## src/rtl/uart_rx.sv

```systemverilog
// uart_rx: 8N1 LSB-first UART receiver with fractional-rate oversampling and mid-bit sampling.
// Ports:
//   clk          system clock, all logic on posedge
//   rst_n        asynchronous active-low reset
//   rx           raw serial line, idle high, asynchronous to clk
//   rx_data      last correctly framed byte, held until the next good byte
//   rx_valid     1-cycle pulse when rx_data is updated
//   rx_frame_err 1-cycle pulse when the stop bit is sampled low (byte discarded)
//   rx_busy      high whenever the receiver is not idle
module uart_rx #(
    parameter int unsigned clk_freq   = 12000000,
    parameter int unsigned baud       = 115200,
    parameter int unsigned OVERSAMPLE = 16
) (
    input  logic       clk,
    input  logic       rst_n,
    input  logic       rx,
    output logic [7:0] rx_data,
    output logic       rx_valid,
    output logic       rx_frame_err,
    output logic       rx_busy
);
    localparam int unsigned INC_I = baud * OVERSAMPLE;
    localparam int unsigned ACC_W = $clog2(clk_freq + INC_I + 1);
    localparam int unsigned CNT_W = $clog2(OVERSAMPLE);
    localparam logic [ACC_W-1:0] INC     = ACC_W'(INC_I);
    localparam logic [ACC_W-1:0] LIM     = ACC_W'(clk_freq);
    localparam logic [CNT_W-1:0] HALF_M1 = CNT_W'(OVERSAMPLE / 2 - 1);
    localparam logic [CNT_W-1:0] FULL_M1 = CNT_W'(OVERSAMPLE - 1);

    typedef enum logic [2:0] {IDLE, START, DATA, STOP, BREAK} state_t;

    state_t           state_q, state_d;
    logic             sync1_q, rxs_q;
    logic [ACC_W-1:0] acc_q, acc_d, acc_sum;
    logic             tick, sample_done;
    logic [CNT_W-1:0] sample_cnt_q, sample_cnt_d;
    logic [2:0]       bit_cnt_q, bit_cnt_d;
    logic [7:0]       shift_q, shift_d;
    logic [7:0]       rx_data_q, rx_data_d;
    logic             rx_valid_q, rx_valid_d;
    logic             rx_frame_err_q, rx_frame_err_d;

    always_ff @(posedge clk or negedge rst_n) begin
        if (!rst_n) begin
            state_q        <= IDLE;
            sync1_q        <= 1'b1;
            rxs_q          <= 1'b1;
            acc_q          <= '0;
            sample_cnt_q   <= '0;
            bit_cnt_q      <= '0;
            shift_q        <= '0;
            rx_data_q      <= '0;
            rx_valid_q     <= 1'b0;
            rx_frame_err_q <= 1'b0;
        end else begin
            state_q        <= state_d;
            sync1_q        <= rx;
            rxs_q          <= sync1_q;
            acc_q          <= acc_d;
            sample_cnt_q   <= sample_cnt_d;
            bit_cnt_q      <= bit_cnt_d;
            shift_q        <= shift_d;
            rx_data_q      <= rx_data_d;
            rx_valid_q     <= rx_valid_d;
            rx_frame_err_q <= rx_frame_err_d;
        end
    end

    always_comb begin
        state_d        = state_q;
        sample_cnt_d   = sample_cnt_q;
        bit_cnt_d      = bit_cnt_q;
        shift_d        = shift_q;
        rx_data_d      = rx_data_q;
        rx_valid_d     = 1'b0;
        rx_frame_err_d = 1'b0;
        // Accumulator is held at zero while idle, so it starts clean on every frame.
        acc_sum     = acc_q + INC;
        tick        = (state_q != IDLE) && (acc_sum >= LIM);
        acc_d       = (state_q == IDLE) ? '0 : (tick ? acc_sum - LIM : acc_sum);
        // Start bit is judged half a bit in; every later sample is a full bit apart.
        sample_done = tick && (sample_cnt_q == ((state_q == START) ? HALF_M1 : FULL_M1));
        if (tick)
            sample_cnt_d = sample_done ? '0 : sample_cnt_q + CNT_W'(1);
        case (state_q)
            IDLE: begin
                if (!rxs_q) begin
                    state_d      = START;
                    sample_cnt_d = '0;
                end
            end
            START: begin
                if (sample_done) begin
                    if (rxs_q) begin
                        state_d = IDLE;
                    end else begin
                        state_d      = DATA;
                        sample_cnt_d = '0;
                        bit_cnt_d    = '0;
                    end
                end
            end
            DATA: begin
                if (sample_done) begin
                    shift_d   = {rxs_q, shift_q[7:1]};
                    bit_cnt_d = bit_cnt_q + 3'd1;
                    if (bit_cnt_q == 3'd7)
                        state_d = STOP;
                end
            end
            STOP: begin
                if (sample_done) begin
                    if (rxs_q) begin
                        rx_data_d  = shift_q;
                        rx_valid_d = 1'b1;
                        state_d    = IDLE;
                    end else begin
                        rx_frame_err_d = 1'b1;
                        state_d        = BREAK;
                    end
                end
            end
            BREAK: begin
                // A held-low line must return high before a new start is looked for.
                if (rxs_q)
                    state_d = IDLE;
            end
            default: state_d = IDLE;
        endcase
    end

    assign rx_data      = rx_data_q;
    assign rx_valid     = rx_valid_q;
    assign rx_frame_err = rx_frame_err_q;
    assign rx_busy      = (state_q != IDLE);
endmodule
```

## config.mk

```make
export PLATFORM = sky130hd
export DESIGN_NAME = uart_rx
export DESIGN_NICKNAME = d
export VERILOG_FILES = /design/src/rtl/uart_rx.sv
export SDC_FILE = /design/constraint.sdc
export NUM_CORES = 1
export LEC_CHECK = 0
export BUFFER_PORTS_ARGS = -buffer_cell sky130_fd_sc_hd__buf_2
export CORE_ASPECT_RATIO = 0.6
export CORE_MARGIN = 5
export CORE_UTILIZATION = 55
export DETAILED_ROUTE_END_ITERATION = 10
export PLACE_DENSITY = 0.73
export SETUP_SLACK_MARGIN = 0.3
export SLEW_MARGIN = 15
export SYNTH_ARGS = -nofsm -noshare
export SYNTH_HDL_FRONTEND = slang
export SYNTH_SLANG_ARGS = --single-unit
```

## constraint.sdc

```tcl
create_clock -name clk -period 3.1 [get_ports clk]
set_input_delay 0.31 -clock clk [delete_from_list [all_inputs] [get_ports clk]]
set_output_delay 0.31 -clock clk [all_outputs]
set_load 0.02 [all_outputs]
```

== Yosys cells after proc, flatten, opt, wreduce, memory -nomap -nowiden ==
Cells that the tools add are included.
Storage, ports and cells
  flip-flop bits (word level): 54
  bits of input ports: 3
Operators by class
  $lt $le $gt $ge: 1
  multiplexer cells: 27
  equality and inequality tests: 13
  $add $sub $neg: 4
  reductions and logical operators: 9
Operators with widths (number)
  $mux 24: 2
  $mux 3: 10
  $add 24x21->24 const B: 1
  $ge 24x24->1 const B: 1
  $sub 24x24->24 const B: 1
  $mux 4: 5
  $pmux 3 s5: 1
  $ne 2x2->1 const B: 7
  $pmux 4 s2: 1
  $eq 3x2->1 const B: 2
  $eq 3x3->1 const B: 2
  $mux 1: 6
  $pmux 3 s2: 1
  $reduce_and 6->1: 1
  $add 4x1->4 const B: 1
  $eq 4x4->1: 1
  $reduce_and 4->1: 1
  $add 3x1->3 const B: 1
  $eq 3x1->1 const B: 1
  $logic_not 3->1: 1
  $reduce_and 3->1: 1
  $reduce_bool 3->1: 1
  $logic_and 1x1->1: 2
  $mux 2: 1
  2 further kinds: 2

== Depth between registers and ports, before layout ==
Gate-level depths: netlist of run 1.
  word-level depth: 9
  mapped depth: 11
  depth with buffers taken out: 8

== Worst setup path before layout of run 1 ==
OpenSTA, ideal clock, no wires.
  path kind: register -> register
  start point: register acc_q[13]
  end point: register rx_data_q[0], in the netlist rx_data[0]
  period minus slack after synthesis: 2.653 ns
  slack: 0.447 ns
  setup time: 0.125 ns
  path buffers: 2
  arrival time: 2.528 ns
  stages on the path, launching flop included: 11
  cell sequence: dfrtp_1 ha_1 buf_2 nand2b_1 a211o_1 a21o_1 o2bb2ai_2 a211oi_4 and4_4 buf_12 mux2_4
On the way
  word-level cells in the longest chain between the ends: 5
Ends and longest elaborated chain
  from (decl): RTL line 35  | logic [ACC_W-1:0] acc_q, acc_d, acc_sum;
  from (signal assigned): RTL line 49  | acc_q <= '0;
  from (signal assigned): RTL line 60  | acc_q <= acc_d;
  $add 24x21->24: RTL line 79  | acc_sum = acc_q + INC;
  $ge 24x24->1: RTL line 80  | tick = (state_q != IDLE) && (acc_sum >= LIM);
  $logic_and 1x1->1: RTL line 80
  $logic_and 1x1->1: RTL line 83  | sample_done = tick && (sample_cnt_q == ((state_q == START) ? HALF_M1 : FULL_M1));
  $reduce_and 3->1 (no line)
  to (signal assigned): RTL line 64  | rx_data_q <= rx_data_d;
  to (decl): RTL line 40  | logic [7:0] rx_data_q, rx_data_d;
No other way between the ends.
A chain may end at the register's enable or synchronous reset.

== Worst setup path after layout of run 1 ==
  start point: register acc_q[13]
  end point: register rx_data_q[2], in the netlist rx_data[2]
The elaborated chain is that of the path after synthesis.

==> results of run 1 <==
==> cell usage after synthesis (2+ instances only) <==
library cell | instances | area [um2]
dfrtp_1 | 44 | 1100
a21oi_1 | 18 | 90.1
nand2_1 | 16 | 60.1
nor2_1 | 16 | 60.1
o21ai_0 | 12 | 60.1
mux2_2 | 9 | 101
mux2_4 | 8 | 120
nand3_1 | 8 | 40.0
xor2_1 | 7 | 61.3
ha_1 | 6 | 75.1
o211ai_1 | 6 | 45.0
or3_1 | 6 | 37.5
clkbuf_1 | 5 | 18.8
a21o_1 | 4 | 30.0
nor3_1 | 4 | 20.0
nor3b_1 | 4 | 30.0
o21ai_2 | 4 | 35.0
xnor2_1 | 4 | 35.0
a211oi_1 | 3 | 22.5
and2_1 | 3 | 18.8
buf_2 | 3 | 15.0
inv_1 | 3 | 11.3
nand2b_1 | 3 | 18.8
nor2b_1 | 3 | 18.8
or2_2 | 3 | 18.8
a211o_1 | 2 | 17.5
and3_1 | 2 | 12.5
and4b_1 | 2 | 20.0
buf_4 | 2 | 15.0
dfstp_2 | 2 | 52.6
mux2i_1 | 2 | 20.0
o2111ai_1 | 2 | 17.5
o21ai_1 | 2 | 10.0
o2bb2ai_2 | 2 | 30.0
o31ai_1 | 2 | 15.0
or4_1 | 2 | 15.0
==> kinds of logic after synthesis <==
kind of cell               share of synthesized area
and+or+nand+nor                                0.165
AOI/OAI and AO/OA                              0.184
DFF                                            0.438
muxes                                         0.0916
buffers and inverters                         0.0337
xor gates and xnor gates                      0.0593
adders and majority gates                     0.0285
==> layout make-up <==
| class | count | area (um2) | area share |
|---|---|---|---|
| well taps | 63 | 78.8 | 0.0276 |
| clock inverters | 1 | 5.00 | 0.00175 |
| multi-input cells | 183 | 1410 | 0.495 |
| inverters | 4 | 15.0 | 0.00525 |
| flip-flops and latches | 46 | 1160 | 0.405 |
| clock buffers | 7 | 86.3 | 0.0302 |
| repair buffers | 18 | 103 | 0.0359 |
==> per-stage QoR <==
step | instance area [um2] | hold WS, ns | setup WS (ns) | total power, mW
finish | 2860 | 0.0981 | 0.433 | 0.999
CTS | 2820 | 0.0891 | 0.365 | 1.01
detailed placement | 2730 | 0.348 | 0.232 | 0.630
global placement | 2730 | 0.347 | 0.345 | 0.630
floorplan | 2640 | 0.0144 | 0.447 | 0.617
global route | 2860 | 0.0880 | 0.346 | 1.04
==> power by group through the flow <==
stage	combinational, mW	clock (mW)	sequential [mW]
after global placement	0.0142	0	0.615
final	0.0131	0.382	0.604
after detailed placement	0.0144	0	0.616
after CTS	0.0144	0.393	0.604
after floorplan	0.00245	0	0.614
after global routing	0.0164	0.420	0.604
==> sequential cells by signal (all words and copies together) (netlist names) <==
register and flops:
rxs_q 1, rx_frame_err 1, bit_cnt_q 3, state_q 3
rx_data 8, sample_cnt_q 4, rx_valid 1, shift_q 8
acc_q 16, sync1_q 1
==> repair_timing <==
item,in CTS,in global routing
hold buffers,0,0
setup buffers,0,2
setup endpoints to repair,11,16
pin swaps,0,3
resized for setup,2,4
gates cloned,0,0
==> routing by layer <==
layer	vias up	GRT usage	wire, um
met5	-	0	0
met4	0	0.0596	67
met3	7	0.0397	177
met2	23	0.226	2040
met1	897	0.278	2880
li1	921	-	-
==> how the worst min path moves through the flow <==
| stage | end | slack, ns | cells after the start |
|---|---|---|---|
| global placement | rxs_q | 0.35 | 0 |
| finish | sync1_q | 0.1 | 1 |
| floorplan | acc_q[10] | 0.01 | 0 |
| detailed placement | rxs_q | 0.35 | 0 |
| CTS | sync1_q | 0.09 | 1 |
| global route | sync1_q | 0.09 | 1 |
==> critical path: stages (launching register included) <==
cell	delay (ns)
dfrtp_2	0.45
buf_4	0.17
a21bo_1	0.21
a211o_1	0.29
a21o_1	0.22
o2bb2ai_2	0.20
a211oi_4	0.32
and4_4	0.38
mux2_4	0.32
==> results.md, run 1 <==
* Antenna diodes at 0
* Max Root-Sink Buffers at 2
* Site row count at 19
* Setup crit end kind: flip-flop
* Area growth syn-to-layout at 8.45%
* Fill count at 397
* CP arrival at 2.86 ns
* Final setup viols at 0
* Total CTS buffers at 5
* Highest clock rate at 375 MHz
* Max-slew violation count at 0
* Fin nets at 267
* Largest net degree at the start of global routing at 47
* Num ports at 14
* Total die area at 6320 um2
* Clock share of power at 0.382
* R2R Path Start: acc_q[13]
* Most frequent cells in the layout: dfrtp_1, a21oi_1, nand2_1, nor2_1, buf_2
* Gp weighted congestion at 0.840
* Min-delay src: rx
* Status: finished, final reports clean
* First-pass detailed-route iteration total at 4
* DR DRC count at 0
* CTS tree: yes
* First-pass GRT wire length at 8680 um
* Flop pwr share at 0.604
* Clock network latency to the later pin of the worst-skew pair at 0.30 ns
* Clock-pin slew on the worst setup and hold paths at 0.08 ns
* Library cells used by synthesis at 57
* Psw at 215 uW
* Layout cells sized above 1 at 0.263
* CP required at 3.29 ns
* Leakage power at 1.24 nW
* CP Launch Point: acc_q[13]
* Dpl cells at 312
* Syn_area_per_cell at 10.8 um2
* Top FF cell, synth: dfrtp_1
* Clk_skew at 0.00653 ns
* Register area share after synthesis at 0.438
* Crit share post-route at 0.860
* Routed Antenna Nets at 0
* Gr usage total at 0.174
* Die W at 99.4 um
* Core area at 4610 um2
* H-tree lvl count at 2
* Post-synthesis cell count at 245
* Initial antenna violation count at 0
* Starting DRT DRC Count at 79
* Hold crit path type: in -> reg
* Logic pwr share at 0.013
* RSZ-0062 raised after global routing: false
* FF-to-FF End: rx_data[2]
* Hold Fails Final Rpt at 0
* Hpwl dp at 3630 um
* Yosys warns at 0
* WL final at 5170 um
* Post-layout util at 0.620
* FF+latch count, synth at 46
* Synth Net Count at 254
* Critical path type: reg -> reg
* VDD IR max at 0.000233 V
* Fin cells at 322
* Minimum clock period at 2.67 ns
* Crit-path max FO at 8
* CP endpoint: rx_data[2]
* R2R cell count at 8
* P_int at 784 uW
* Pwr Density at 349 nW/um2
* Max_cap viols at 0
* Mapped cell area at 2640 um2
* Clock sink total at 46
* Commonest non-fill, non-tap cell in the layout: dfrtp_1
* WL/cell at 16.1 um
* Register-to-Register Setup Slack at 0.43 ns
* Switching Fraction at 0.216
* Initial Util at 0.572
* Die height at 63.6 um
* Routed via count at 1848
* Total grt overflow at 0
* IO buf count at 13
* Worst-margin pin slew at 0.996 ns
* Worst slew margin at 0.336
* Avg Vias per Cell at 5.74
* Setup TNS at 0 ns
* Async SR Flop Fraction at 1.00
* Post-synth EDFFs at 0
* Vias in the first global route at 1732
* Setup crit start kind: flip-flop
* Clock root buffer: clkbuf_8
Note: power is estimated with default switching activity, not from simulation.
==> run 2, diff against run 1 <==
Settings changed: CELL_PAD_IN_SITES_DETAIL_PLACEMENT set to 1, CELL_PAD_IN_SITES_GLOBAL_PLACEMENT set to 2, CORE_UTILIZATION 55 to 40, PLACE_DENSITY 0.73 to not set, PLACE_DENSITY_LB_ADDON set to 0.1.
==> run 2 against run 1 <==
Effect of this change: hold slack lost 0.019 ns; final area is 1.5% higher; non-clock buffer count up 3; clock power fell by 2%; clock-buffer cell count decreased by 2; register-to-register slack better by 0.02 ns; sequential power about the same; sequential cell count is the same; via count up 4.7%.
==> results.md, run 2 (synthesized netlist as in run 1, its figures left out) <==
* GRT met3 Usage at 0.0431 (was 0.0397)
* Highest clock rate at 378 MHz (was 375 MHz)
* Status: finished, final reports clean (unchanged)
* Total die area at 8370 um2 (was 6320 um2)
* Gp weighted congestion at 0.781 (was 0.840)
* Worst-margin pin slew at 0.776 ns (was 0.996 ns)
* Pwr Density at 342 nW/um2 (was 349 nW/um2)
* Minimum clock period at 2.65 ns (was 2.67 ns)
* Crit-path max FO at 9 (was 8)
* Die height at 72.9 um (was 63.6 um)
* Grt met2 use at 0.215 (was 0.226)
* CP arrival at 2.84 ns (was 2.86 ns)
* Max FFs per register at 16 (unchanged)
* WL final at 6200 um (was 5170 um)
* Vias in the first global route at 2001 (was 1732)
* Initial Util at 0.422 (was 0.572)
* Hold Fails Final Rpt at 0 (unchanged)
* Max Root-Sink Buffers at 2 (unchanged)
* Slowest CP cell: dfrtp_1 (was dfrtp_2)
* Hold crit path type: in -> async (was in -> reg)
* Area growth syn-to-layout at 10.1% (was 8.45%)
* Clock network latency to the later pin of the worst-skew pair at 0.30 ns (about the same)
* Layout cells sized above 1 at 0.271 (was 0.263)
* Fin cells at 346 (was 322)
* Site row count at 22 (was 19)
* Largest Register: acc_q (unchanged)
* Post-layout util at 0.465 (was 0.620)
* WL/cell at 17.9 um (was 16.1 um)
* Num ports at 14 (unchanged)
* VDD IR max at 0.000154 V (was 0.000233 V)
* Clock-pin slew on the worst setup and hold paths at 0.09 ns (was 0.08 ns)
* # hold bufs at CTS at 0 (unchanged)
* Max_cap viols at 0 (unchanged)
* Met1 Use GR at 0.265 (was 0.278)
* Clk_skew at 0.00680 ns (was 0.00653 ns)
* RSZ-0062 raised after global routing: false (unchanged)
* First-pass GRT wire length at 10700 um (was 8680 um)
* CP peak stage delay at 0.42 ns (was 0.45 ns)
* IO buf count at 13 (unchanged)
* Core area at 6250 um2 (was 4610 um2)
* Max-slew violation count at 0 (unchanged)
* Fin nets at 270 (was 267)
* Commonest non-fill, non-tap cell in the layout: dfrtp_1 (unchanged)
* Starting DRT DRC Count at 50 (was 79)
* Initial antenna violation count at 0 (unchanged)
* Die W at 115 um (was 99.4 um)
* Total CTS buffers at 5 (unchanged)
* CP required at 3.29 ns (about the same)
* Most frequent cells in the layout: dfrtp_1, a21oi_1, nand2_1, nor2_1, buf_2 (unchanged)
* CTS tree: yes (unchanged)
* Final hold slack at 0.0790 ns (was 0.0981 ns)
* Clock root buffer: clkbuf_8 (unchanged)
* Worst slew margin at 0.482 (was 0.336)
* H-tree lvl count at 2 (unchanged)
* Gr usage total at 0.163 (was 0.174)
* Setup crit start kind: flip-flop (unchanged)
* Antenna diodes at 0 (unchanged)
* Total grt overflow at 0 (unchanged)
* DR DRC count at 0 (unchanged)
* Dpl cells at 337 (was 312)
* First-pass detailed-route iteration total at 4 (unchanged)
* Setup crit end kind: flip-flop (unchanged)
* Leakage power at 1.26 nW (was 1.24 nW)
* Routed Antenna Nets at 0 (unchanged)
* Hpwl dp at 4690 um (was 3630 um)
* GR peak layer: met1 (unchanged)
* Fill count at 686 (was 397)
* Final setup viols at 0 (unchanged)
* Crit share post-route at 0.854 (was 0.860)
* Setup TNS at 0 ns (unchanged)
* Worst-path cell chain: buf_4 > a21bo_1 > a211o_1 > a21o_1 > o2bb2ai_2 > a211oi_4 > and4_4 > mux2_4 (unchanged)
* Routed via count at 1934 (was 1848)
* Avg Vias per Cell at 5.59 (was 5.74)
* Clock sink total at 46 (unchanged)
* Register-to-Register Setup Slack at 0.45 ns (was 0.43 ns)
* Critical path type: reg -> reg (unchanged)
* Largest net degree at the start of global routing at 36 (was 47)
run 2: cell types whose count changed in the layout (fill, tap and decap cells not counted):
cell and delta:
dfrtp_2 -1, clkbuf_1 -1, clkbuf_8 -1, buf_4 +3, inv_6 +1, clkinv_2 +1
dfrtp_1 +1
run 2: path summary, 6_finish.rpt:
check | start | to | cells past startpoint
max | acc_q[13] | rx_data[5] | 8
min | rst_n | shift_q[5] | 1
max reg2reg | acc_q[13] | rx_data[5] | 8
min reg2reg | sync1_q | rxs_q | 0
max in group asynchronous | rst_n | acc_q[15] | 2
min in group clk | rx | sync1_q | 1
run 2: timing repair:
item                                    4_1_cts  5_1_grt
gates cloned                                  0        0
resized for setup                             1        4
endpoints found under the setup margin        8       16
hold endpoints to repair                      0        0
buffers inserted                              0        1
pin swaps                                     0        2
run 2: worst max-delay path, delay by kind of cell (launching register included):
family	cells	cell delay (ns)
AO/OA/AOI/OAI	5	1.24
buffers and inverters	1	0.18
flip-flops	1	0.42
multiplexers	1	0.32
AND/OR/NAND/NOR	1	0.38
run 2: cell type report:
class | instances | area, um2 | share of cell area
flip-flops and latches | 46 | 1160 | 0.398
multi-input cells | 183 | 1410 | 0.487
clock inverters | 3 | 18.8 | 0.00647
repair buffers | 21 | 125 | 0.0431
well taps | 84 | 105 | 0.0362
clock buffers | 5 | 68.8 | 0.0237
inverters | 4 | 15.0 | 0.00517
run 2: metal layers:
metal | vias to the layer above | share of wire
li1 | 923 | -
met1 | 975 | 0.57
met4 | 0 | 0.0039
met5 | - | 0
met2 | 34 | 0.38
met3 | 2 | 0.050
run 2: per-stage QoR:
stage                     setup slack (ns)  power [mW]  area, um2
final                                0.452       0.992       2900
after global placement               0.369       0.632       2790
after floorplan                      0.447       0.617       2640
after global routing                 0.322        1.04       2900
after CTS                            0.336        1.01       2880
after detailed placement             0.283       0.632       2790
run 2: power by group:
part	leakage [nW]	switching (mW)	internal, mW
Clock	0.0483	0.214	0.159
Combinational	0.623	0.0124	0.00244
Sequential	0.589	0.00204	0.602
Total	1.26	0.229	0.763
